**config.mk**
```make
export PLATFORM = sky130hd
export DESIGN_NAME = sprite_line_buffer_flat
export DESIGN_NICKNAME = d
export VERILOG_FILES = /design/src/rtl/sprite_lb_pkg.sv /design/src/rtl/sprite_line_buffer_if.sv /design/src/rtl/sprite_line_buffer_line_ram.sv /design/src/rtl/sprite_line_buffer.sv /design/src/flat_wrapper.sv
export SDC_FILE = /design/constraint.sdc
export NUM_CORES = 2
export LEC_CHECK = 0
export BUFFER_PORTS_ARGS = -buffer_cell sky130_fd_sc_hd__buf_2
export CORE_UTILIZATION = 65
export DETAILED_ROUTE_END_ITERATION = 10
export PLACE_DENSITY_LB_ADDON = 0.05
export SYNTH_ARGS = -nofsm -noshare
export SYNTH_HDL_FRONTEND = slang
export SYNTH_SLANG_ARGS = --single-unit
```
**constraint.sdc**
```tcl
create_clock -name clk -period 14.42 [get_ports clk]
set_clock_uncertainty 0.1 [all_clocks]
set_input_delay 0.721 -clock clk [delete_from_list [all_inputs] [get_ports clk]]
set_output_delay 0.721 -clock clk [all_outputs]
set_load 0.01 [all_outputs]
```
**src/rtl/sprite_lb_pkg.sv**
```systemverilog
// Shared types and constants for the sprite line buffer.
// Pixel layout is {palette, pen}; pen TRANS_PEN is transparent.
package sprite_lb_pkg;

   localparam int         PIX_W     = 8;
   localparam int         LINE_W    = 256;
   localparam logic [3:0] TRANS_PEN = 4'hF;

   typedef struct packed {
      logic [3:0] pal;
      logic [3:0] pen;
   } pix_t;

   localparam pix_t TRANS_PIX = '{pal: 4'h0, pen: TRANS_PEN};

   typedef enum logic {
      ST_CLEAR,
      ST_RUN
   } lb_state_t;

endpackage

```
**src/rtl/sprite_line_buffer_if.sv**
```systemverilog
// Renderer write port plus display-side outputs of the sprite line buffer.
// Writes are fire-and-forget strobes; there is no backpressure.
interface sprite_line_buffer_if;
   import sprite_lb_pkg::*;

   logic       wr_en;
   logic [7:0] wr_x;
   pix_t       wr_pix;

   logic       ready;
   logic       line_start;
   logic [8:0] line_num;
   pix_t       pix_out;
   logic       pix_opaque;

   modport master (
      output wr_en, wr_x, wr_pix,
      input  ready, line_start, line_num, pix_out, pix_opaque
   );

   modport slave (
      input  wr_en, wr_x, wr_pix,
      output ready, line_start, line_num, pix_out, pix_opaque
   );

endinterface

```
**src/rtl/sprite_line_buffer_line_ram.sv**
```systemverilog
// 256-entry line RAM: port A sync read-before-write, port B write-only.
// Read data appears one clk after a_en and holds until the next read; no backpressure.
module line_ram
   import sprite_lb_pkg::*;
(
   input  logic       clk,
   input  logic       a_en,
   input  logic       a_we,
   input  logic [7:0] a_addr,
   input  pix_t       a_wdat,
   output pix_t       a_rdat,
   input  logic       b_we,
   input  logic [7:0] b_addr,
   input  pix_t       b_wdat
);

   logic [PIX_W-1:0] mem [LINE_W];

   always_ff @(posedge clk) begin
      if (a_en) begin
         a_rdat <= mem[a_addr];
      end
      if (a_we) begin
         mem[a_addr] <= a_wdat;
      end
      if (b_we) begin
         mem[b_addr] <= b_wdat;
      end
   end

endmodule

```
**src/rtl/sprite_line_buffer.sv**
```systemverilog
// Double-buffered sprite line buffer: renderer fills the draw bank, display bank streams out with hc.
// Readout latency one pixel tick, pre-compensated to align with hc; no backpressure on writes.
module sprite_line_buffer
   import sprite_lb_pkg::*;
#(
   parameter int unsigned ACTIVE_START = 7,
   parameter int unsigned HTOTAL       = 383,
   parameter int unsigned VLINES       = 263
) (
   input  logic                 clk,
   input  logic                 reset,
   input  logic                 clk_pix_en,
   input  logic [8:0]           hc,
   input  logic [8:0]           vc,
   input  logic                 vbl,
   sprite_line_buffer_if.slave  lb
);

   localparam logic [8:0] RD_FIRST = 9'(ACTIVE_START - 1);
   localparam logic [8:0] RD_LAST  = 9'(ACTIVE_START + 254);
   localparam logic [8:0] H_LAST   = 9'(HTOTAL);
   localparam logic [9:0] V_TOTAL  = 10'(VLINES);

   lb_state_t  state_q, state_d;
   logic [7:0] sweep_q;
   logic       run, sweep_we;
   logic       bank_q, show_q, line_start_q;
   logic [8:0] line_num_q;
   logic       swap, rd_hit, draw_we;
   logic [7:0] rd_addr, a_addr;
   logic [9:0] ln_sum, ln_next;
   logic       a_en0, a_en1, a_we0, a_we1, b_we0, b_we1;
   pix_t       rd_dat0, rd_dat1, disp_dat;

   always_ff @(posedge clk) begin
      if (reset) begin
         state_q <= ST_CLEAR;
         sweep_q <= '0;
      end else begin
         state_q <= state_d;
         if (state_q == ST_CLEAR) begin
            sweep_q <= sweep_q + 8'd1;
         end
      end
   end

   always_comb begin
      state_d  = state_q;
      run      = 1'b0;
      sweep_we = 1'b0;
      case (state_q)
         ST_CLEAR: begin
            sweep_we = 1'b1;
            if (sweep_q == 8'hFF) begin
               state_d = ST_RUN;
            end
         end
         ST_RUN:   run = 1'b1;
         default:  state_d = ST_CLEAR;
      endcase
   end

   assign swap    = run && clk_pix_en && (hc == H_LAST);
   assign rd_hit  = run && clk_pix_en && (hc >= RD_FIRST) && (hc <= RD_LAST);
   assign rd_addr = 8'(hc - RD_FIRST);
   assign draw_we = run && lb.wr_en && (lb.wr_pix.pen != TRANS_PEN);
   assign a_addr  = sweep_we ? sweep_q : rd_addr;

   // bank_q=0: RAM0 displays, RAM1 draws; a swap-clk write still sees the old bank_q
   assign a_en0 = rd_hit && !bank_q;
   assign a_en1 = rd_hit &&  bank_q;
   assign a_we0 = sweep_we || a_en0;
   assign a_we1 = sweep_we || a_en1;
   assign b_we0 = draw_we &&  bank_q;
   assign b_we1 = draw_we && !bank_q;

   assign ln_sum  = {1'b0, vc} + 10'd2;
   assign ln_next = (ln_sum >= V_TOTAL) ? ln_sum - V_TOTAL : ln_sum;

   always_ff @(posedge clk) begin
      if (reset) begin
         bank_q       <= 1'b0;
         show_q       <= 1'b0;
         line_start_q <= 1'b0;
         line_num_q   <= '0;
      end else begin
         line_start_q <= swap;
         if (run && clk_pix_en) begin
            show_q <= rd_hit && !vbl;
         end
         if (swap) begin
            bank_q     <= ~bank_q;
            line_num_q <= 9'(ln_next);
         end
      end
   end

   line_ram u_ram0 (
      .clk    (clk),
      .a_en   (a_en0),
      .a_we   (a_we0),
      .a_addr (a_addr),
      .a_wdat (TRANS_PIX),
      .a_rdat (rd_dat0),
      .b_we   (b_we0),
      .b_addr (lb.wr_x),
      .b_wdat (lb.wr_pix)
   );

   line_ram u_ram1 (
      .clk    (clk),
      .a_en   (a_en1),
      .a_we   (a_we1),
      .a_addr (a_addr),
      .a_wdat (TRANS_PIX),
      .a_rdat (rd_dat1),
      .b_we   (b_we1),
      .b_addr (lb.wr_x),
      .b_wdat (lb.wr_pix)
   );

   // bank_q cannot change while show_q is set, since the swap tick lies outside the window
   assign disp_dat      = bank_q ? rd_dat1 : rd_dat0;
   assign lb.pix_out    = show_q ? disp_dat : TRANS_PIX;
   assign lb.pix_opaque = show_q && (disp_dat.pen != TRANS_PEN);
   assign lb.ready      = run;
   assign lb.line_start = line_start_q;
   assign lb.line_num   = line_num_q;

endmodule

```
**src/flat_wrapper.sv**
```systemverilog
// flat-port wrapper written by rule: the top's interface ports become plain ports
module sprite_line_buffer_flat import sprite_lb_pkg::*;
#(
   parameter int unsigned ACTIVE_START = 7,
   parameter int unsigned HTOTAL       = 383,
   parameter int unsigned VLINES       = 263
)
  (clk, reset, clk_pix_en, hc, vc, vbl, lb_wr_en, lb_wr_x, lb_wr_pix, lb_ready, lb_line_start, lb_line_num, lb_pix_out, lb_pix_opaque);
  sprite_line_buffer_if lb_i ();
  input  logic clk;
  input  logic reset;
  input  logic clk_pix_en;
  input  logic [8:0] hc;
  input  logic [8:0] vc;
  input  logic vbl;
  input wire logic [$bits(lb_i.wr_en)-1:0] lb_wr_en;
  input wire logic [$bits(lb_i.wr_x)-1:0] lb_wr_x;
  input wire logic [$bits(lb_i.wr_pix)-1:0] lb_wr_pix;
  output wire logic [$bits(lb_i.ready)-1:0] lb_ready;
  output wire logic [$bits(lb_i.line_start)-1:0] lb_line_start;
  output wire logic [$bits(lb_i.line_num)-1:0] lb_line_num;
  output wire logic [$bits(lb_i.pix_out)-1:0] lb_pix_out;
  output wire logic [$bits(lb_i.pix_opaque)-1:0] lb_pix_opaque;
  assign lb_i.wr_en = lb_wr_en;
  assign lb_i.wr_x = lb_wr_x;
  assign lb_i.wr_pix = lb_wr_pix;
  assign lb_ready = lb_i.ready;
  assign lb_line_start = lb_i.line_start;
  assign lb_line_num = lb_i.line_num;
  assign lb_pix_out = lb_i.pix_out;
  assign lb_pix_opaque = lb_i.pix_opaque;
  sprite_line_buffer #(.ACTIVE_START(ACTIVE_START), .HTOTAL(HTOTAL), .VLINES(VLINES)) u_core (.clk(clk), .reset(reset), .clk_pix_en(clk_pix_en), .hc(hc), .vc(vc), .vbl(vbl), .lb(lb_i));
endmodule
```
=== Word-level counts from Yosys, hierarchy flattened ===
Memories as Yosys holds them, arrays and structs flattened. A register that Yosys moved wholly into a read port is not among the register bits.
Cells that the tools add are included.

* Register bits: 21
* Bits of input ports: 39
* Output and inout port bits: 20
* Bits in latches: 0
* Memories kept: 2
* Word-level logic and storage cells: 60
* Bits in writable memories: 4096
* Memory bits (read-only): 0

{| class="wikitable"
|+ Memory list
! memory !! words !! bits a word !! read ports !! clocked after memory_dff !! wr ports !! line !! text
|-
| u_core.u_ram0.mem || 256 || 8 || 1 || 1 || 1 || sprite_line_buffer_line_ram.sv:17 || <nowiki>logic [PIX_W-1:0] mem [LINE_W];</nowiki>
|-
| u_core.u_ram1.mem || 256 || 8 || 1 || 1 || 1 || sprite_line_buffer_line_ram.sv:17 ||
|}

* Div/mod/pow operators: 0
* Reduce and logical (&&, ||, !) cells: 18
* $add $sub $neg: 4
* Mux-type cells: 22
* Order comparisons: 3
* Shifts and indexed selects: 0
* Multiply operators: 0
* Bitwise logic cells: 1
* Equality and inequality tests: 4

{| class="wikitable"
|+ Operator list
! kind !! count
|-
| $mux 8 || 7
|-
| $reduce_or 8->1 || 2
|-
| $mux 1 || 14
|-
| $logic_and 1x1->1 || 12
|-
| $add 9x2->10 const B || 1
|-
| $ge 10x9->1 const B || 1
|-
| $eq 9x9->1 const B || 1
|-
| $ge 9x3->1 const B || 1
|-
| $le 9x9->1 const B || 1
|-
| $mux 9 || 1
|-
| $sub 9x9->9 const B || 1
|-
| $add 8x1->8 const B || 1
|-
| $eq 8x8->1 const B || 1
|-
| $ne 4x4->1 const B || 2
|-
| $sub 8x3->8 const B || 1
|-
| $logic_not 1->1 || 2
|-
| $logic_or 1x1->1 || 2
|-
| $not 1->1 || 1
|}

=== Logic depth before layout (Yosys ltp) ===
* Word-level depth: 9
* Mapped depth: 14
* Mapped depth without buffers: 10

=== By module ===
Synthesis repeated with hierarchy kept, for this count alone.

* Cells, all modules: 13133
* Area total of the unflattened synthesis: 212789.1 µm²

{| class="wikitable"
|+ Modules (own cells, without submodules)
! module !! times used !! sequential area each (µm²) !! area each (µm²) !! cells an instance
|-
| line_ram || 2 || 61739.2 || 105508.7 || 6450
|-
| sprite_line_buffer || 1 || 420.4 || 1771.7 || 233
|}

=== Least setup slack after synthesis ===
No wires, ideal clock.

* Kind: register to register
* Start: register u_core.state_q
* End: memory u_core.u_ram1.mem[0][4] (data pin)
* Slack: 8690 ps
* Clock period less this slack: 5730 ps
* Path buffers: 3
* Required time: 13447 ps
* Data arrival time: 4757 ps
* Setup time: 873 ps
* Cell stages (with the launch flop): 7
* Cells stage by stage: dfxtp_1 > buf_2 > buf_2 > nand2_1 > a41oi_1 > clkbuf_1 > and3_1

* Longest elaborated chain between the ends: 8

{| class="wikitable"
|+ Ends and longest elaborated chain
! element !! line !! text
|-
| from (decl) || sprite_line_buffer.sv:24 || <nowiki>lb_state_t state_q, state_d;</nowiki>
|-
| from (signal assigned) || sprite_line_buffer.sv:40 || <nowiki>state_q <= state_d;</nowiki>
|-
| $mux 1 || sprite_line_buffer.sv:51 || <nowiki>case (state_q)</nowiki>
|-
| $logic_and 1x1->1 (2 in series) || sprite_line_buffer.sv:66 || <nowiki>assign draw_we = run && lb.wr_en && (lb.wr_pix.pen != TRANS_PEN);</nowiki>
|-
| $logic_and 1x1->1 || sprite_line_buffer.sv:75 || <nowiki>assign b_we1 = draw_we && !bank_q;</nowiki>
|-
| $mux 1 || sprite_line_buffer_line_ram.sv:26 || <nowiki>if (b_we) begin</nowiki>
|-
| $mux 1 (implied by the code) || sprite_line_buffer_line_ram.sv:27 || <nowiki>mem[b_addr] <= b_wdat;</nowiki>
|-
| $reduce_or 8->1 (no line) || n/a ||
|-
| $mux 8 (no line) || n/a ||
|-
| to (decl) || sprite_line_buffer_line_ram.sv:17 ||
|}

No other way between the ends.

=== Final worst setup path ===
* Start: register u_core.state_q
* End: register, netlist name u_core.u_ram1.a_rdat[2]

* Longest elaborated chain between the ends: 5
* Elaborated cells on any way between the ends: 6
* Those cells by class: mux: 2; reduce/logical: 4

{| class="wikitable"
|+ Ends and longest elaborated chain
! element !! line !! text
|-
| $mux 1 || sprite_line_buffer.sv:51 ||
|-
| $logic_and 1x1->1 (3 in series) || sprite_line_buffer.sv:64 || <nowiki>assign rd_hit = run && clk_pix_en && (hc >= RD_FIRST) && (hc <= RD_LAST);</nowiki>
|-
| $logic_and 1x1->1 || sprite_line_buffer.sv:71 || <nowiki>assign a_en1 = rd_hit && bank_q;</nowiki>
|}

Several ways; a longest one is shown, not always the timed one.
A chain may end at the register's enable or synchronous reset.

==> flow_summary.toml <==
[floorplan]
die_w_um = 505
die_y_um = 505
pin_count = 59
rows = 184
coreArea_mm2 = 0.251
dieArea_mm2 = 0.255
initial_core_util_pct = 65.4

[synth]
muxShareOfSynthArea_pct = 5.74
syn-num-nets = 10942
yosys_register_bits = 4133
synth_xor_area_share_pct = 0.107
synth.most_common_cell = "edfxtp_1"
synth.cell_area_mm2 = 0.164
synth-adder-area-share_pct = 0.0457
syn_inst = 10897
synth_top_family_by_area = "simple AND/OR/NAND/NOR gates"
synth_common_cells = "edfxtp_1, nand2_1, mux2i_1"
yosysTopAreaCell = "edfxtp_1"
synthTopCellsByArea = "edfxtp_1, mux2i_1, nand2_1"
synth_edf_count = 4112
syn_avg_cell_area_um2 = 15.1
synth_ff_type = "edfxtp_1"
synth_compound_area_share_pct = 8.13
synth_top_area_share_pct = 75.2
yosysWarningCount = 0
yosysSeqAreaShare_pct = 75.4
synth-simple-area-share_pct = 8.48
ys_types = 65
async_flop_share_pct = 0

[setup_path]
crit_fanout = 125
slowest_stage = "o31ai_1"
r2r_slack_ns = 7.34
worst-path-buf-inv = 3
timing.rr.start = "u_core.state_q$_SDFF_PP0_"
cp_common_cell = "buf_12"
worstSetupEndpointType = "flop"
crit_arrival_ns = 7.65
setup.worst_path.start = "u_core.state_q$_SDFF_PP0_"
slowest_delay_ns = 0.99
cp_top_family = "buffers and inverters"
worst-r2r-cell-count = 10
crit_required_ns = 14.99
cp_cell_sequence = "mux2_8 -> buf_12 -> buf_4 -> buf_12 -> mux4_2 -> a2111oi_0 -> or3_1 -> nand3_1 -> o31ai_1 -> o2111ai_1"
startpoint_type = "flop"
crit-reg2reg-capture = "u_core.u_ram1.a_rdat[2]$_DFFE_PP_"
critPathKind = "reg -> reg"

[route]
wl_um = 461000
viasPerCell = 6.98
drt_iter0_drc = 14287
drc = 0
wl_per_cell_um = 31.9
detail-route-antenna-nets = 0
via_count = 100842
first_pass_iters = 10

[place]
dp.cells = 13680
portBuffers = 58
dp_slack_ns = 7.62
routabilityCongestion = 0.898
hpwlAfterDp_um = 260000

[power_and_ir_drop]
peakVddDrop_v = 0.000116
powerDensity_mw_per_mm2 = 136
p_total_mw = 24.7
p_leak_nw = 64.3

[grt]
track_usage_pct = 36.0
gr-total-overflow = 0
grt_pass1_wl_um = 665000
grt_max_degree = 206
grt_pass1_vias = 95799
antenna_found_initial = 28

[timing]
clock.fmax_mhz = 141
whs_ns = 0.101
hold_viol_final = 0
final.min_clock_period_ns = 7.08
finalSetupTns_ns = 0
fin_ws_ns = 7.34
max_slew_margin_pct = 1.98
post-route-period-util_pct = 49.1
setup_viol = 0
drv_slew = 0
rsz0062_at_grt = "false"
tightest_slew_ns = 1.46

[hold_path]
hold_end = "u_core.lb.line_num[1]$_SDFFE_PP0P_"
hold_class = "in -> reg"
hp-start = "vc[1]"
hold_depth = 4

[run_status]
violations = "max-capacitance violations"
status = "finished, violations left"

[cts]
post-cts-setup-buffer-count = 0
cts_buffers = 417
cts_root_buf = "clkbuf_16"
insertion_delay_ns = 1.03
htree_levels = 5
cts.sinks = 4133
cts.path.max_buffers = 4
cts_tree = "built"
clk_pin_slew_ns = 0.06

[job]
drv_cap = 1

[cells_and_area]
fillers = 15733
drive_gt1_share_pct = 9.53
stdcell_count = 14444
area_delta_synth_final_pct = 10.1
nNetsFinal = 10803
==> layout make-up <==
cell class                 instances  area [um2]  area share (%)
tap                             3348        4190            2.32
inverter                          10        37.5          0.0208
sequential                      4133      124000            68.5
clock inverter                   241        2350            1.30
clock buffer                     495       10800            6.00
antenna                           21        52.6          0.0291
multi-input combinational       5930       37300            20.6
timing repair buffer             266        2160            1.19
==> registers in the layout (all words and copies together) (netlist names) <==
register              flops
u_core.u_ram0.mem      2048
u_core.u_ram1.mem      2048
u_core.lb.line_num        9
u_core.sweep_q            8
u_core.u_ram0.a_rdat      8
u_core.u_ram1.a_rdat      8
u_core.bank_q             1
u_core.lb.line_start      1
u_core.show_q             1
u_core.state_q            1
==> cell usage in the layout (no fill, tap or decap), drive strengths merged, types with 184 or more instances in the layout <==
cell    count
buf       259
nor2      550
a311oi    248
clkinv    184
mux2i     671
a211oi    272
nand3     349
clkbuf    495
nand2    1750
o221ai    293
a21oi     413
and3      286
edfxtp   4112
==> cell families after synthesis <==
group                      Yosys count
xor gates and xnor gates            20
adders and majority gates            6
buffers and inverters              834
AOI/OAI and AO/OA                 1882
and+or+nand+nor                   3230
DFF                               4133
muxes                              792
==> worst reg2reg max path: stages, from the launching register on <==
cell       delay (ns)
dfxtp_2          0.94
mux2_8           0.85
buf_12           0.69
buf_4            0.81
buf_12           0.59
mux4_2           0.72
a2111oi_0        0.44
or3_1            0.27
nand3_1          0.11
o31ai_1          0.99
o2111ai_1        0.24
==> how the worst max path moves through the flow <==
stage / end / slack [ns] / cells after the start
2_1_floorplan: u_core.u_ram1.mem[0][4]$_DFFE_PP_ / 8.69 / 6
3_3_place_gp: u_core.u_ram0.a_rdat[1]$_DFFE_PP_ / 7.53 / 10
3_5_place_dp: u_core.u_ram1.a_rdat[5]$_DFFE_PP_ / 7.62 / 10
4_1_cts: u_core.u_ram1.a_rdat[2]$_DFFE_PP_ / 7.54 / 10
5_1_grt: u_core.u_ram1.a_rdat[7]$_DFFE_PP_ / 7.35 / 10
6_report: u_core.u_ram1.a_rdat[2]$_DFFE_PP_ / 7.34 / 10
==> power by group <==
group          total, mW  internal, mW  switching (mW)  leakage, nW
clock network       10.6          6.13            4.45         6.48
registers           13.0          13.0         0.00367         46.3
logic               1.05         0.255           0.794         11.4
==> per-stage QoR <==
| step | cell area [um2] | util, % |
|---|---|---|
| after floorplan | 164000 | - |
| final | 181000 | 72.0 |
| after detailed placement | 168000 | 66.7 |
| after CTS | 181000 | 72.0 |
| after global placement | 168000 | 66.7 |
| after global routing | 181000 | 72.0 |
==> per-layer routing <==
layer  vias up  global-route usage [%]  wire, um
met5         -                       0        69
met4        12                    19.1     26300
met3      1176                    6.97     51700
met2      6804                    54.2    212000
met1     50578                    50.3    171000
li1      42272                       -         -
==> timing repair <==
item | in CTS | in global routing
hold buffers | 7 | 0
endpoints found under the hold margin | 7 | 0
resized for setup | 0 | 0
Power figures use the tool's default switching activity.
